$ cat config.mk
export PLATFORM = sky130hd
export DESIGN_NAME = io_port_bank_flat
export DESIGN_NICKNAME = d
export VERILOG_FILES = /design/src/rtl/io_port_bank_if.sv /design/src/rtl/io_port_bank.sv /design/src/flat_wrapper.sv
export SDC_FILE = /design/constraint.sdc
export NUM_CORES = 1
export LEC_CHECK = 0
export CELL_PAD_IN_SITES_DETAIL_PLACEMENT = 0
export CELL_PAD_IN_SITES_GLOBAL_PLACEMENT = 1
export CORE_MARGIN = 1
export CORE_UTILIZATION = 52
export CTS_CLUSTER_DIAMETER = 100
export DETAILED_ROUTE_END_ITERATION = 10
export DONT_BUFFER_PORTS = 1
export PLACE_DENSITY_LB_ADDON = 0.05
export SLEW_MARGIN = 10
export SYNTH_ARGS = -nofsm -noshare
export SYNTH_HDL_FRONTEND = slang
export SYNTH_SLANG_ARGS = --single-unit
$ cat constraint.sdc
create_clock -name clk -period 21.3 [get_ports clk]
set_input_delay 4.26 -clock clk [delete_from_list [all_inputs] [get_ports clk]]
set_output_delay 4.26 -clock clk [all_outputs]
set_load 0.01 [all_outputs]
$ cat src/rtl/io_port_bank_if.sv
// Register bus between the CPU and io_port_bank: one address, separate
// write and read strobes, registered read response with a valid flag.
interface io_port_bank_if #(
    parameter int ADDR_WIDTH = 6,
    parameter int DATA_WIDTH = 8
);
    logic [ADDR_WIDTH-1:0] addr;
    logic                  wr_en;
    logic [DATA_WIDTH-1:0] wr_data;
    logic                  rd_en;
    logic [DATA_WIDTH-1:0] rd_data;
    logic                  rd_valid;

    modport master (
        output addr, wr_en, wr_data, rd_en,
        input  rd_data, rd_valid
    );

    modport slave (
        input  addr, wr_en, wr_data, rd_en,
        output rd_data, rd_valid
    );
endinterface

$ cat src/rtl/io_port_bank.sv
// Bank of NUM_PORTS output registers and synchronised, change-detected inputs
// with sticky per-port flags, per-port interrupt enables and one irq line.
module io_port_bank #(
    parameter int                    NUM_PORTS  = 16,
    parameter int                    DATA_WIDTH = 8,
    parameter int                    ADDR_WIDTH = 6,
    parameter logic [DATA_WIDTH-1:0] OUT_RESET  = '0
) (
    input  logic                            clk,
    input  logic                            reset,
    io_port_bank_if.slave                   bus,
    input  logic [NUM_PORTS*DATA_WIDTH-1:0] port_in,
    output logic [NUM_PORTS*DATA_WIDTH-1:0] port_out,
    output logic                            irq
);

    function automatic logic [DATA_WIDTH-1:0] ctrl_word(input logic flag, input logic en);
        return DATA_WIDTH'({flag, en});
    endfunction

    logic [ADDR_WIDTH-1:0] w_addr_raw;
    logic [31:0]           w_addr;
    logic [DATA_WIDTH-1:0] w_wr_data;
    logic                  w_wr_en;
    logic                  w_rd_en;

    logic [DATA_WIDTH-1:0] w_port_in [NUM_PORTS];
    logic [NUM_PORTS-1:0]  w_dsel;
    logic [NUM_PORTS-1:0]  w_csel;
    logic [NUM_PORTS-1:0]  w_change;
    logic [DATA_WIDTH-1:0] w_rd_mux;

    logic [DATA_WIDTH-1:0] r_out     [NUM_PORTS];
    logic [DATA_WIDTH-1:0] r_sync_p0 [NUM_PORTS];
    logic [DATA_WIDTH-1:0] r_sync_p1 [NUM_PORTS];
    logic [DATA_WIDTH-1:0] r_last_p2 [NUM_PORTS];
    logic [NUM_PORTS-1:0]  r_flag;
    logic [NUM_PORTS-1:0]  r_irq_en;
    logic [1:0]            r_arm_cnt;
    logic                  r_armed;
    logic [DATA_WIDTH-1:0] r_rd_data;
    logic                  r_rd_valid;

    assign w_addr_raw = bus.addr;
    assign w_addr     = 32'(w_addr_raw);
    assign w_wr_data  = bus.wr_data;
    assign w_wr_en    = bus.wr_en;
    assign w_rd_en    = bus.rd_en;

    // Decode compares the zero-extended address against each port's slot, so
    // addresses at or above 2*NUM_PORTS select nothing and never alias.
    always_comb begin
        w_dsel    = '0;
        w_csel    = '0;
        w_change  = '0;
        w_port_in = '{default: '0};
        for (int k = 0; k < NUM_PORTS; k++) begin
            w_port_in[k] = port_in[k*DATA_WIDTH +: DATA_WIDTH];
            w_dsel[k]    = (w_addr == 32'(k));
            w_csel[k]    = (w_addr == 32'(NUM_PORTS + k));
            w_change[k]  = r_armed && (r_sync_p1[k] != r_last_p2[k]);
        end
    end

    always_comb begin
        w_rd_mux = '0;
        for (int k = 0; k < NUM_PORTS; k++) begin
            if (w_dsel[k])
                w_rd_mux = w_rd_mux | r_sync_p1[k];
            if (w_csel[k])
                w_rd_mux = w_rd_mux | ctrl_word(r_flag[k], r_irq_en[k]);
        end
    end

    always_ff @(posedge clk or posedge reset) begin
        if (reset) begin
            for (int k = 0; k < NUM_PORTS; k++)
                r_out[k] <= OUT_RESET;
        end else if (w_wr_en) begin
            for (int k = 0; k < NUM_PORTS; k++)
                if (w_dsel[k])
                    r_out[k] <= w_wr_data;
        end
    end

    // Stage p0/p1: two-flop synchroniser; stage p2: previous synchronised value.
    always_ff @(posedge clk or posedge reset) begin
        if (reset) begin
            for (int k = 0; k < NUM_PORTS; k++) begin
                r_sync_p0[k] <= '0;
                r_sync_p1[k] <= '0;
                r_last_p2[k] <= '0;
            end
        end else begin
            for (int k = 0; k < NUM_PORTS; k++) begin
                r_sync_p0[k] <= w_port_in[k];
                r_sync_p1[k] <= r_sync_p0[k];
                r_last_p2[k] <= r_sync_p1[k];
            end
        end
    end

    // Detection stays disarmed until the synchroniser chain has filled.
    always_ff @(posedge clk or posedge reset) begin
        if (reset) begin
            r_arm_cnt <= 2'd0;
            r_armed   <= 1'b0;
        end else if (!r_armed) begin
            r_arm_cnt <= r_arm_cnt + 2'd1;
            if (r_arm_cnt == 2'd2)
                r_armed <= 1'b1;
        end
    end

    always_ff @(posedge clk or posedge reset) begin
        if (reset) begin
            r_flag   <= '0;
            r_irq_en <= '0;
        end else begin
            for (int k = 0; k < NUM_PORTS; k++) begin
                if (w_change[k])
                    r_flag[k] <= 1'b1;
                else if (w_wr_en && w_csel[k] && w_wr_data[1])
                    r_flag[k] <= 1'b0;
                if (w_wr_en && w_csel[k])
                    r_irq_en[k] <= w_wr_data[0];
            end
        end
    end

    always_ff @(posedge clk or posedge reset) begin
        if (reset) begin
            r_rd_data  <= '0;
            r_rd_valid <= 1'b0;
        end else begin
            r_rd_valid <= w_rd_en;
            if (w_rd_en)
                r_rd_data <= w_rd_mux;
        end
    end

    always_comb begin
        port_out = '0;
        for (int k = 0; k < NUM_PORTS; k++)
            port_out[k*DATA_WIDTH +: DATA_WIDTH] = r_out[k];
    end

    assign irq          = |(r_flag & r_irq_en);
    assign bus.rd_data  = r_rd_data;
    assign bus.rd_valid = r_rd_valid;

endmodule

$ cat src/flat_wrapper.sv
// flat-port wrapper written by rule: the top's interface ports become plain ports
module io_port_bank_flat 
#(
    parameter int                    NUM_PORTS  = 16,
    parameter int                    DATA_WIDTH = 8,
    parameter int                    ADDR_WIDTH = 6,
    parameter logic [DATA_WIDTH-1:0] OUT_RESET  = '0
)
  (clk, reset, port_in, port_out, irq, bus_addr, bus_wr_en, bus_wr_data, bus_rd_en, bus_rd_data, bus_rd_valid);
  io_port_bank_if #(.ADDR_WIDTH(ADDR_WIDTH), .DATA_WIDTH(DATA_WIDTH)) bus_i ();
  input  logic clk;
  input  logic reset;
  input  logic [NUM_PORTS*DATA_WIDTH-1:0] port_in;
  output logic [NUM_PORTS*DATA_WIDTH-1:0] port_out;
  output logic irq;
  input wire logic [$bits(bus_i.addr)-1:0] bus_addr;
  input wire logic [$bits(bus_i.wr_en)-1:0] bus_wr_en;
  input wire logic [$bits(bus_i.wr_data)-1:0] bus_wr_data;
  input wire logic [$bits(bus_i.rd_en)-1:0] bus_rd_en;
  output wire logic [$bits(bus_i.rd_data)-1:0] bus_rd_data;
  output wire logic [$bits(bus_i.rd_valid)-1:0] bus_rd_valid;
  assign bus_i.addr = bus_addr;
  assign bus_i.wr_en = bus_wr_en;
  assign bus_i.wr_data = bus_wr_data;
  assign bus_i.rd_en = bus_rd_en;
  assign bus_rd_data = bus_i.rd_data;
  assign bus_rd_valid = bus_i.rd_valid;
  io_port_bank #(.NUM_PORTS(NUM_PORTS), .DATA_WIDTH(DATA_WIDTH), .ADDR_WIDTH(ADDR_WIDTH), .OUT_RESET(OUT_RESET)) u_core (.clk(clk), .reset(reset), .bus(bus_i), .port_in(port_in), .port_out(port_out), .irq(irq));
endmodule
==> impl_metrics.ini <==
[pwr]
switching_share_pct = 22.59
p_int_mw = 1.791
p_per_area_mw_per_mm2 = 108.2
power.switching_mw = 0.5226
seq_power_share_pct = 52.1
clock_power_share_pct = 43.4
vdd_ir_drop_max_mv = 0.1060
p_leak_nw = 9.244
combPwrFrac_pct = 4.5

[setup_path]
arrival_ns = 1.86
rrSetupSlack_ns = 19.42
endpoint_kind = primary output
start_kind = flop
crit_fanout = 3
worst-endpoint-required_ns = 17.04
path_class = reg2out

[synthesis]
ys_warn_count = 0
syn-num-nets = 1351
ys_top_cells_by_area = dfrtp_1, mux2_2, xnor2_1
yosysSeqAreaShare_pct = 73.24
syn_area_mm2 = 0.01900
async_flop_share_pct = 100.0
synth_cell_types = 51
syn_inst = 1204
yosys.area.top_type_share_pct = 73.24
synth_edf_count = 0
synth_seq_cells = 556
avgSynthCellArea_um2 = 15.78
synthFlopType = dfrtp_1
yosys.area.top_type = dfrtp_1

[timing]
period_needed_ns = 6.123
maxSlewViolCount = 0
final_hold_viol_count = 0
relSlewSlack_pct = 31.05
fmax_ghz = 0.1633
hold_ws_ns = 0.3433
tns_ns = 0
tightestPinTransition_ns = 1.032
fin_worst_skew_ns = 0.02556
post-route-period-util_pct = 28.74
setup_viol = 0
rsz0062_at_grt = no

[cts]
numCtsBuffers = 55
cts_sinks = 556
cts_tree = yes
holdBufCountCts = 0
cts_buffer_depth = 3
cts.clk_slew.worst_paths_ns = 0.06
clkLatencyLatePin_ns = 0.60
htree_levels = 2
post_cts_buffers = 0
cts_root_buf = clkbuf_16
cts_resized = 0

[status]
violations = design-rule violations
status = finished, violations left

[detailed_routing]
postRouteAntennaNets = 0
drtIter0Drc = 747
viasPerCell = 5.711
drt-pass1-iter-count = 10
drc = 44
num_vias = 9903
wl_um = 44010
wire_per_inst_um = 25.38

[grt]
grt_overflow = 0
grt_max_degree = 135
track_usage_pct = 24.17
grt_pass1_vias = 10410
grt_pass1_wl_um = 65320
antenna_found_initial = 1

[cells_and_area]
mostFrequentLayoutCells = dfrtp_1, mux2_2, xnor2_1
final_net_count = 1373
multi_input_area_mm2 = 0.004895
syn2layout_area_growth_pct = 12.60
final_common_cell = dfrtp_1
drive_above_1_share_pct = 21.57
fill_cells = 2788
ff_latch_area_mm2 = 0.01391
utilization_pct = 59.85

[placement]
portBuffers = 0
hpwl_um = 30410
place_congestion = 0.9010

[floorplan]
die_area_mm2 = 0.03730
die_y_um = 193.1
core-area_mm2 = 0.03574
start_util_pct = 53.15
fp.dieW_um = 193.1
rows = 69
pin_count = 284

[job]
maxCapViolCount = 0

[worst_hold_path]
hold_class = reg2reg
-- Yosys cell counts (3+ instances only) --
master	instances
nand4_1	38
dfrtp_1	556
nand2_1	41
a221oi_1	15
o31ai_1	8
nand3_1	44
buf_2	9
nand2b_1	4
a22o_1	11
and4_1	5
nor2_2	7
clkbuf_1	30
a31oi_1	5
nor2_1	14
a22oi_1	22
nand2_2	10
nor4_1	5
mux2_2	147
xnor2_1	129
inv_1	3
nor3_4	3
and3_1	6
mux2i_1	12
o21ai_0	33
nor2b_1	5
a222oi_1	3
and2_1	3
a41oi_1	3
-- metal layers --
metal / track usage, % / routed length (um)
met1: 33.69 / 18840
met2: 37.61 / 20830
met3: 5.810 / 3270
met4: 7.963 / 1078
met5: 0 / 0
-- worst max-delay path, cell delays in order, from the launching register on --
cell and delay (ns):
dfrtp_1 0.45, a22o_1 0.25, a221oi_1 0.28, nand4_1 0.28
-- path summary, 6_finish.rpt --
kind,startpoint,to,cells after the start
setup reg to reg,u_core.r_sync_p1[18],u_core.bus.rd_data[2],5
hold reg to reg,u_core.r_sync_p0[69],u_core.r_sync_p1[69],0
hold / removal,u_core.r_sync_p0[69],u_core.r_sync_p1[69],0
max in group asynchronous,reset,u_core.r_last_p2[22],3
min in group asynchronous,reset,u_core.r_sync_p0[50],1
setup / recovery,u_core.r_flag[6],irq,3
-- sequential cells by signal, summed over array words and instances, names as in the netlist --
| register | flops |
|---|---|
| u_core.port_out | 128 |
| u_core.r_last_p2 | 128 |
| u_core.r_sync_p0 | 128 |
| u_core.r_sync_p1 | 128 |
| u_core.r_flag | 16 |
| u_core.r_irq_en | 16 |
| u_core.bus.rd_data | 8 |
| u_core.r_arm_cnt | 2 |
| u_core.bus.rd_valid | 1 |
| u_core.r_armed | 1 |
-- cell families (layout without fill, tap and decap cells) --
group / after synthesis / count (layout) / share of synthesized area, %
AOI/OAI and AO/OA: 112 / 112 / 4.229
muxes: 159 / 159 / 9.346
buffers and inverters: 46 / 112 / 1.027
and+or+nand+nor: 201 / 201 / 6.145
DFF: 556 / 556 / 73.24
adders and majority gates: 1 / 1 / 0.06585
xor gates and xnor gates: 129 / 129 / 5.947
other: 0 / 3 / 0
-- power by group through the flow --
| stage | Sequential [mW] | Combinational (mW) | Clock, mW |
|---|---|---|---|
| 6_report | 1.21 | 0.104 | 1.00 |
| 5_1_grt | 1.21 | 0.116 | 1.07 |
| 4_1_cts | 1.21 | 0.106 | 1.03 |
| 3_5_place_dp | 1.23 | 0.106 | 0 |
| 3_3_place_gp | 1.22 | 0.103 | 0 |
| 2_1_floorplan | 1.20 | 0.0915 | 0 |
-- final cells by class --
| cell class | instances | area share, % |
|---|---|---|
| Timing Repair Buffer | 8 | 0.2808 |
| Clock buffer | 77 | 7.435 |
| Sequential cell | 556 | 65.04 |
| Multi-Input combinational cell | 602 | 22.88 |
| Tap cell | 461 | 2.697 |
| Antenna cell | 3 | 0.03510 |
| Clock inverter | 24 | 1.538 |
| Inverter | 3 | 0.08774 |
-- per-stage QoR --
stage / worst slack [ns] / cell area [um2] / power, mW / std cells
floorplan: 1.493 / 19000 / 1.293 / 1204
global placement: 14.50 / 19460 / 1.326 / 1630
detailed placement: 14.46 / 19460 / 1.331 / 1630
CTS: 15.08 / 21380 / 2.340 / 1731
global route: 14.64 / 21380 / 2.399 / 1731
finish: 15.18 / 21390 / 2.314 / 1734
Power figures use the tool's default switching activity.
==> RTL edit 1: new RTL, config.mk and constraints unchanged <==
`DATA_WIDTH` is set to 8 in 3 places; all go to 12.
--- a/src/rtl/io_port_bank_if.sv
+++ b/src/rtl/io_port_bank_if.sv
@@ -3,5 +3,5 @@
 interface io_port_bank_if #(
     parameter int ADDR_WIDTH = 6,
-    parameter int DATA_WIDTH = 8
+    parameter int DATA_WIDTH = 12
 );
     logic [ADDR_WIDTH-1:0] addr;
--- a/src/rtl/io_port_bank.sv
+++ b/src/rtl/io_port_bank.sv
@@ -3,5 +3,5 @@
 module io_port_bank #(
     parameter int                    NUM_PORTS  = 16,
-    parameter int                    DATA_WIDTH = 8,
+    parameter int                    DATA_WIDTH = 12,
     parameter int                    ADDR_WIDTH = 6,
     parameter logic [DATA_WIDTH-1:0] OUT_RESET  = '0
--- a/src/flat_wrapper.sv
+++ b/src/flat_wrapper.sv
@@ -3,5 +3,5 @@
 #(
     parameter int                    NUM_PORTS  = 16,
-    parameter int                    DATA_WIDTH = 8,
+    parameter int                    DATA_WIDTH = 12,
     parameter int                    ADDR_WIDTH = 6,
     parameter logic [DATA_WIDTH-1:0] OUT_RESET  = '0
Interface: changed (resized bus_rd_data, bus_wr_data, port_in and port_out); port bits go from 284 to 420. The function was not compared with the original's and may differ.
==> RTL edit 1 against the original RTL <==
Maximum frequency is 14% lower. Via count rose by 47%. Worst hold slack worse by 6.0 ps. Routed wire length up 54%. Power up 44%. Sequential cell count rose by 260. Clock skew shrank 6.9 ps. Final area grew 45%. Die area rose by 45%. Synthesized area is 46% higher. Worst setup slack got worse by 970 ps.
==> RTL edit 1: results (changes against the original RTL) <==
Clock network
  • CTS max path bufs: 3 (unchanged)
  • Clk Latency, worst-skew pair: 640 ps (+40 ps)
  • Resized cells post-CTS: 0 (unchanged)
  • Clk slew on worst S/H paths: 60 ps (about the same)
  • Total number of H-tree levels: 3 (+1)
  • Cts bufs inserted: 80 (+45%)
  • Post-CTS setup buffer count: 0 (unchanged)

Worst setup path
  • CP startpoint: reset
  • CP Max Fanout: 194 (+191)
  • R2r startpoint: u_core.r_flag[14]
  • Critical path arrival: 7700 ps (+5840 ps)
  • Critical path class: in2async
  • Worst setup endpoint: u_core.port_out[97]
  • Flop-to-flop setup slack: 19400 ps (-20 ps)
  • Worst R2R End: u_core.bus.rd_data[1]

Power
  • Switching part of the total: 0.2357 (+0.009847)
  • Max VDD drop: 0.07973 mV (-25%)
  • Static Leak: 13.65 nW (+48%)

Min path
  • Worst Hold Depth: 0 (unchanged)
  • Hold_sp: u_core.r_sync_p0[66]
  • Worst Hold Endpoint: u_core.r_sync_p1[66]
  • Hold Path Class: reg2reg

Yosys
  • Synth top area cells: dfrtp_1, mux2_2, nand3_1
  • Mux share of post-synthesis cell area: 0.08642 (-0.007043)
  • Synth Warn #: 0 (unchanged)
  • Distinct cells, synth: 48 (-5.9%)
  • Compound-Gate Fraction of Synth Area: 0.01579 (-0.02649)
  • Gate Count Post-Synth: 1802 (+50%)
  • Synth cell count leaders: dfrtp_1, nand3_1, mux2_2, xnor2_1, xor2_1
  • Sequential share of the synthesized area: 0.7365 (+0.004064)
  • Post-Synth XOR/XNOR Area: 0.06097 (+0.001491)
  • Post-synthesis adder-cell area fraction: 0.0004513 (-0.0002074)
  • Asr flop ratio synth: 1.000 (unchanged)

Placed design
  • Pre-CTS WS: 13330 ps (-1132 ps)
  • PortBufs: 0 (unchanged)
  • Placer Congestion: 0.8961 (-0.54%)
  • Inst Count DP: 2409 (+48%)
  • DP HPWL: 47.41 mm (+56%)
  • Post-DP Area: 28300 sq um (+45%)

Route
  • Mean routed wirelength per cell: 26.42 microns (+4.1%)
  • Initial DRT Pass Iterations: 7 (-3)
  • Routed via count: 14593 (+47%)
  • Routed wire length: 67.65 mm (+54%)
  • Initial detailed-routing violation count: 1066 (+43%)

Global route
  • First-pass GRT wire length: 99.72 mm (+53%)
  • Largest net degree at the start of global routing: 195 (+44%)
  • Initial antenna violation count: 3 (+2)
  • GRT Total Usage: 0.2538 (+0.01213)

Flow run
  • Max-cap violation count: 0 (unchanged)

Timing
  • Final worst-path cycle share: 0.3329 (+0.04544)
  • Hold slack: 337.3 ps (-5.971 ps)
  • Slew HR: 0.3173 (+0.006752)
  • Final Skew: 18.69 ps (-6.869 ps)

Run status
  • Status: finished clean

Final layout
  • Layout Nets: 2018 (+47%)
  • Layout cells sized above 1: 0.1973 (-0.01842)
[RTL edit 1: changes by cell type after synthesis, sizes merged, moves of 11 or more]
cell / before / now
a22oi: 22 / 4
nand4: 38 / 83
nand2: 51 / 24
xnor2: 129 / 109
nor4: 5 / 34
xor2: 0 / 84
dfrtp: 556 / 816
mux2: 147 / 211
a221oi: 15 / 4
buf: 13 / 65
o21ai: 33 / 11
nand3: 44 / 230
[RTL edit 1: power groups by stage]
stage / combinational, mW / sequential, mW / clock, mW
2_1_floorplan: 0.128 / 1.77 / 0
3_3_place_gp: 0.146 / 1.80 / 0
3_5_place_dp: 0.151 / 1.80 / 0
4_1_cts: 0.152 / 1.77 / 1.45
5_1_grt: 0.166 / 1.78 / 1.51
6_report: 0.149 / 1.77 / 1.42
[RTL edit 1: metal layers]
layer	wire, microns	global-route usage	vias up
met4	1554	0.07006	2
met2	33180	0.4093	534
met3	4932	0.06556	104
met5	13	0	-
met1	27970	0.3420	7669
li1	-	-	6284
[RTL edit 1: kinds of logic (layout without fill, tap and decap cells)]
logic type	count (synthesis)	in the layout
AND/OR/NAND/NOR	415	415
flip-flops	816	816
adder cells (fa/ha/maj)	1	1
buffers and inverters	102	170
multiplexers	213	213
other	0	3
AO/OA/AOI/OAI	62	62
XOR/XNOR	193	193
[RTL edit 1: final cells by class]
cell class | instances | area (sq um)
clock inverter | 35 | 415.4
clock buffer | 114 | 2280
timing repair buffer | 17 | 140.1
fill | 4041 | 21650
tap | 688 | 860.8
multi-input combinational | 884 | 6863
sequential | 816 | 20420
inverter | 4 | 18.77
antenna | 3 | 7.507
[RTL edit 1: critical path: stages]
cell and delay, ps:
clkinvlp_4 30, buf_4 720, buf_12 810, buf_4 820
buf_4 910
==> RTL edit 2: new RTL, same settings <==
Made on the original files. Add an input register stage for `port_in`, cleared by the reset; this delays it by one clock. The other inputs are not delayed to match.
--- a/src/rtl/io_port_bank.sv
+++ b/src/rtl/io_port_bank.sv
@@ -14,4 +14,14 @@
     output logic                            irq
 );
+
+    logic [NUM_PORTS*DATA_WIDTH-1:0] port_q;
+
+    always_ff @(posedge clk or posedge reset) begin
+        if (reset) begin
+            port_q <= '0;
+        end else begin
+            port_q <= port_in;
+        end
+    end
 
     function automatic logic [DATA_WIDTH-1:0] ctrl_word(input logic flag, input logic en);
@@ -56,5 +66,5 @@
         w_port_in = '{default: '0};
         for (int k = 0; k < NUM_PORTS; k++) begin
-            w_port_in[k] = port_in[k*DATA_WIDTH +: DATA_WIDTH];
+            w_port_in[k] = port_q[k*DATA_WIDTH +: DATA_WIDTH];
             w_dsel[k]    = (w_addr == 32'(k));
             w_csel[k]    = (w_addr == 32'(NUM_PORTS + k));
Behaviour: not the same (Yosys sat finds a counterexample within 4 cycles, from zero or initial values and one cycle with reset high).
==> RTL edit 2 against the original RTL <==
Clock power grew 24%. Routed wire length grew 12%. Sequential cell count grew 128. Power grew 22%. Worst setup slack lost 230 ps. Final area grew 18%. Core utilization grew 0.13 points. Sequential power grew 21%. Synthesized area grew 17%.
==> RTL edit 2: results (changes against the original RTL) <==
Run status
  • Status: finished clean

Global route
  • M2 GR Usage: 0.3811 (+0.005051)
  • First-pass GRT wire length: 76.02 mm (+16%)
  • Grt met3 use: 0.05365 (-0.004448)
  • Initial antenna violation count: 0 (-1)
  • Met1 usage: 0.3186 (-0.01824)
  • Largest net degree at the start of global routing: 162 (+20%)
  • Number of global-route vias before repair: 12077 (+16%)

Yosys
  • Compound-Gate Fraction of Synth Area: 0.01706 (-0.02523)
  • Synth top area cells: dfrtp_1, mux2_2, xnor2_1
  • Net Count, Synth: 1544 (+14%)
  • Gate Count Post-Synth: 1397 (+16%)
  • Mux share of post-synthesis cell area: 0.07697 (-0.01648)
  • Distinct cells, synth: 45 (-12%)
  • Post-synthesis adder-cell area fraction: 0.0005610 (-0.00009759)
  • Sequential share of the synthesized area: 0.7675 (+0.03511)

Worst setup path
  • Worst R2R End: u_core.bus.rd_data[0]
  • CP max stage cell: buf_4
  • CP startpoint: reset
  • R2r startpoint: u_core.r_irq_en[11]
  • CP Max Fanout: 161 (+158)
  • Max incr delay on CP: 900 ps (+450 ps)
  • Critical path arrival: 6930 ps (+5070 ps)

Route
  • Metal2 WL: 24.22 mm (+16%)
  • Metal1 wirelength: 20.78 mm (+10%)
  • Vias/cell: 5.511 (-3.5%)
  • Initial DRT Pass Iterations: 5 (-5)
  • Routed wire length: 49.13 mm (+12%)

Final layout
  • Layout cells sized above 1: 0.1946 (-0.02117)
  • Non-Clock Buffer Count: 17 (+9)
  • Fill cells: 3225 (+16%)
  • Non-clk buf share: 0.005694 (+0.002887)
  • CLK BUF: 92 (+19%)
  • Fin cells: 2014 (+16%)
  • Area grow syn2layout: 13.31%
  • # diodes: 0 (-3)
  • Clk tree area frac: 0.09457 (+0.004844)
  • Multi-input gate area: 4930 sq um (+0.72%)
  • Layout Nets: 1568 (+14%)

Power
  • P_sw: 0.6336 mW (+21%)
  • Max VDD drop: 0.08779 mV (-17%)
  • Static Leak: 11.08 nW (+20%)

Placed design
  • Pre-CTS WS: 13930 ps (-539.4 ps)
  • Placer Congestion: 0.8775 (-2.6%)
  • Inst Count DP: 1890 (+16%)

Min path
  • Worst Hold Endpoint: u_core.r_sync_p1[54]
  • Hold_sp: u_core.r_sync_p0[54]

Timing
  • Slew HR: 0.2101 (-0.1004)
  • Fmax: 157.3 MHz (-3.7%)
  • Final Skew: 16.42 ps (-9.137 ps)

Clock network
  • Cts bufs inserted: 68 (+24%)
  • CTS Sinks: 684 (+23%)
  • Total number of H-tree levels: 3 (+1)
[RTL edit 2: power by group through the flow]
stage / Sequential, mW / Combinational, mW / Clock [mW]
2_1_floorplan: 1.47 / 0.0964 / 0
3_3_place_gp: 1.49 / 0.110 / 0
3_5_place_dp: 1.49 / 0.113 / 0
4_1_cts: 1.47 / 0.114 / 1.28
5_1_grt: 1.47 / 0.125 / 1.33
6_report: 1.46 / 0.111 / 1.24
[RTL edit 2: cells by family after synthesis]
group | count (synthesis)
muxes | 152
AOI/OAI and AO/OA | 61
xor gates and xnor gates | 129
and+or+nand+nor | 304
adders and majority gates | 1
DFF | 684
buffers and inverters | 66
[RTL edit 2: critical path, delay by kind of cell]
| kind | cells | cell delay, ps |
|---|---|---|
| buf+inv | 4 | 2360 |
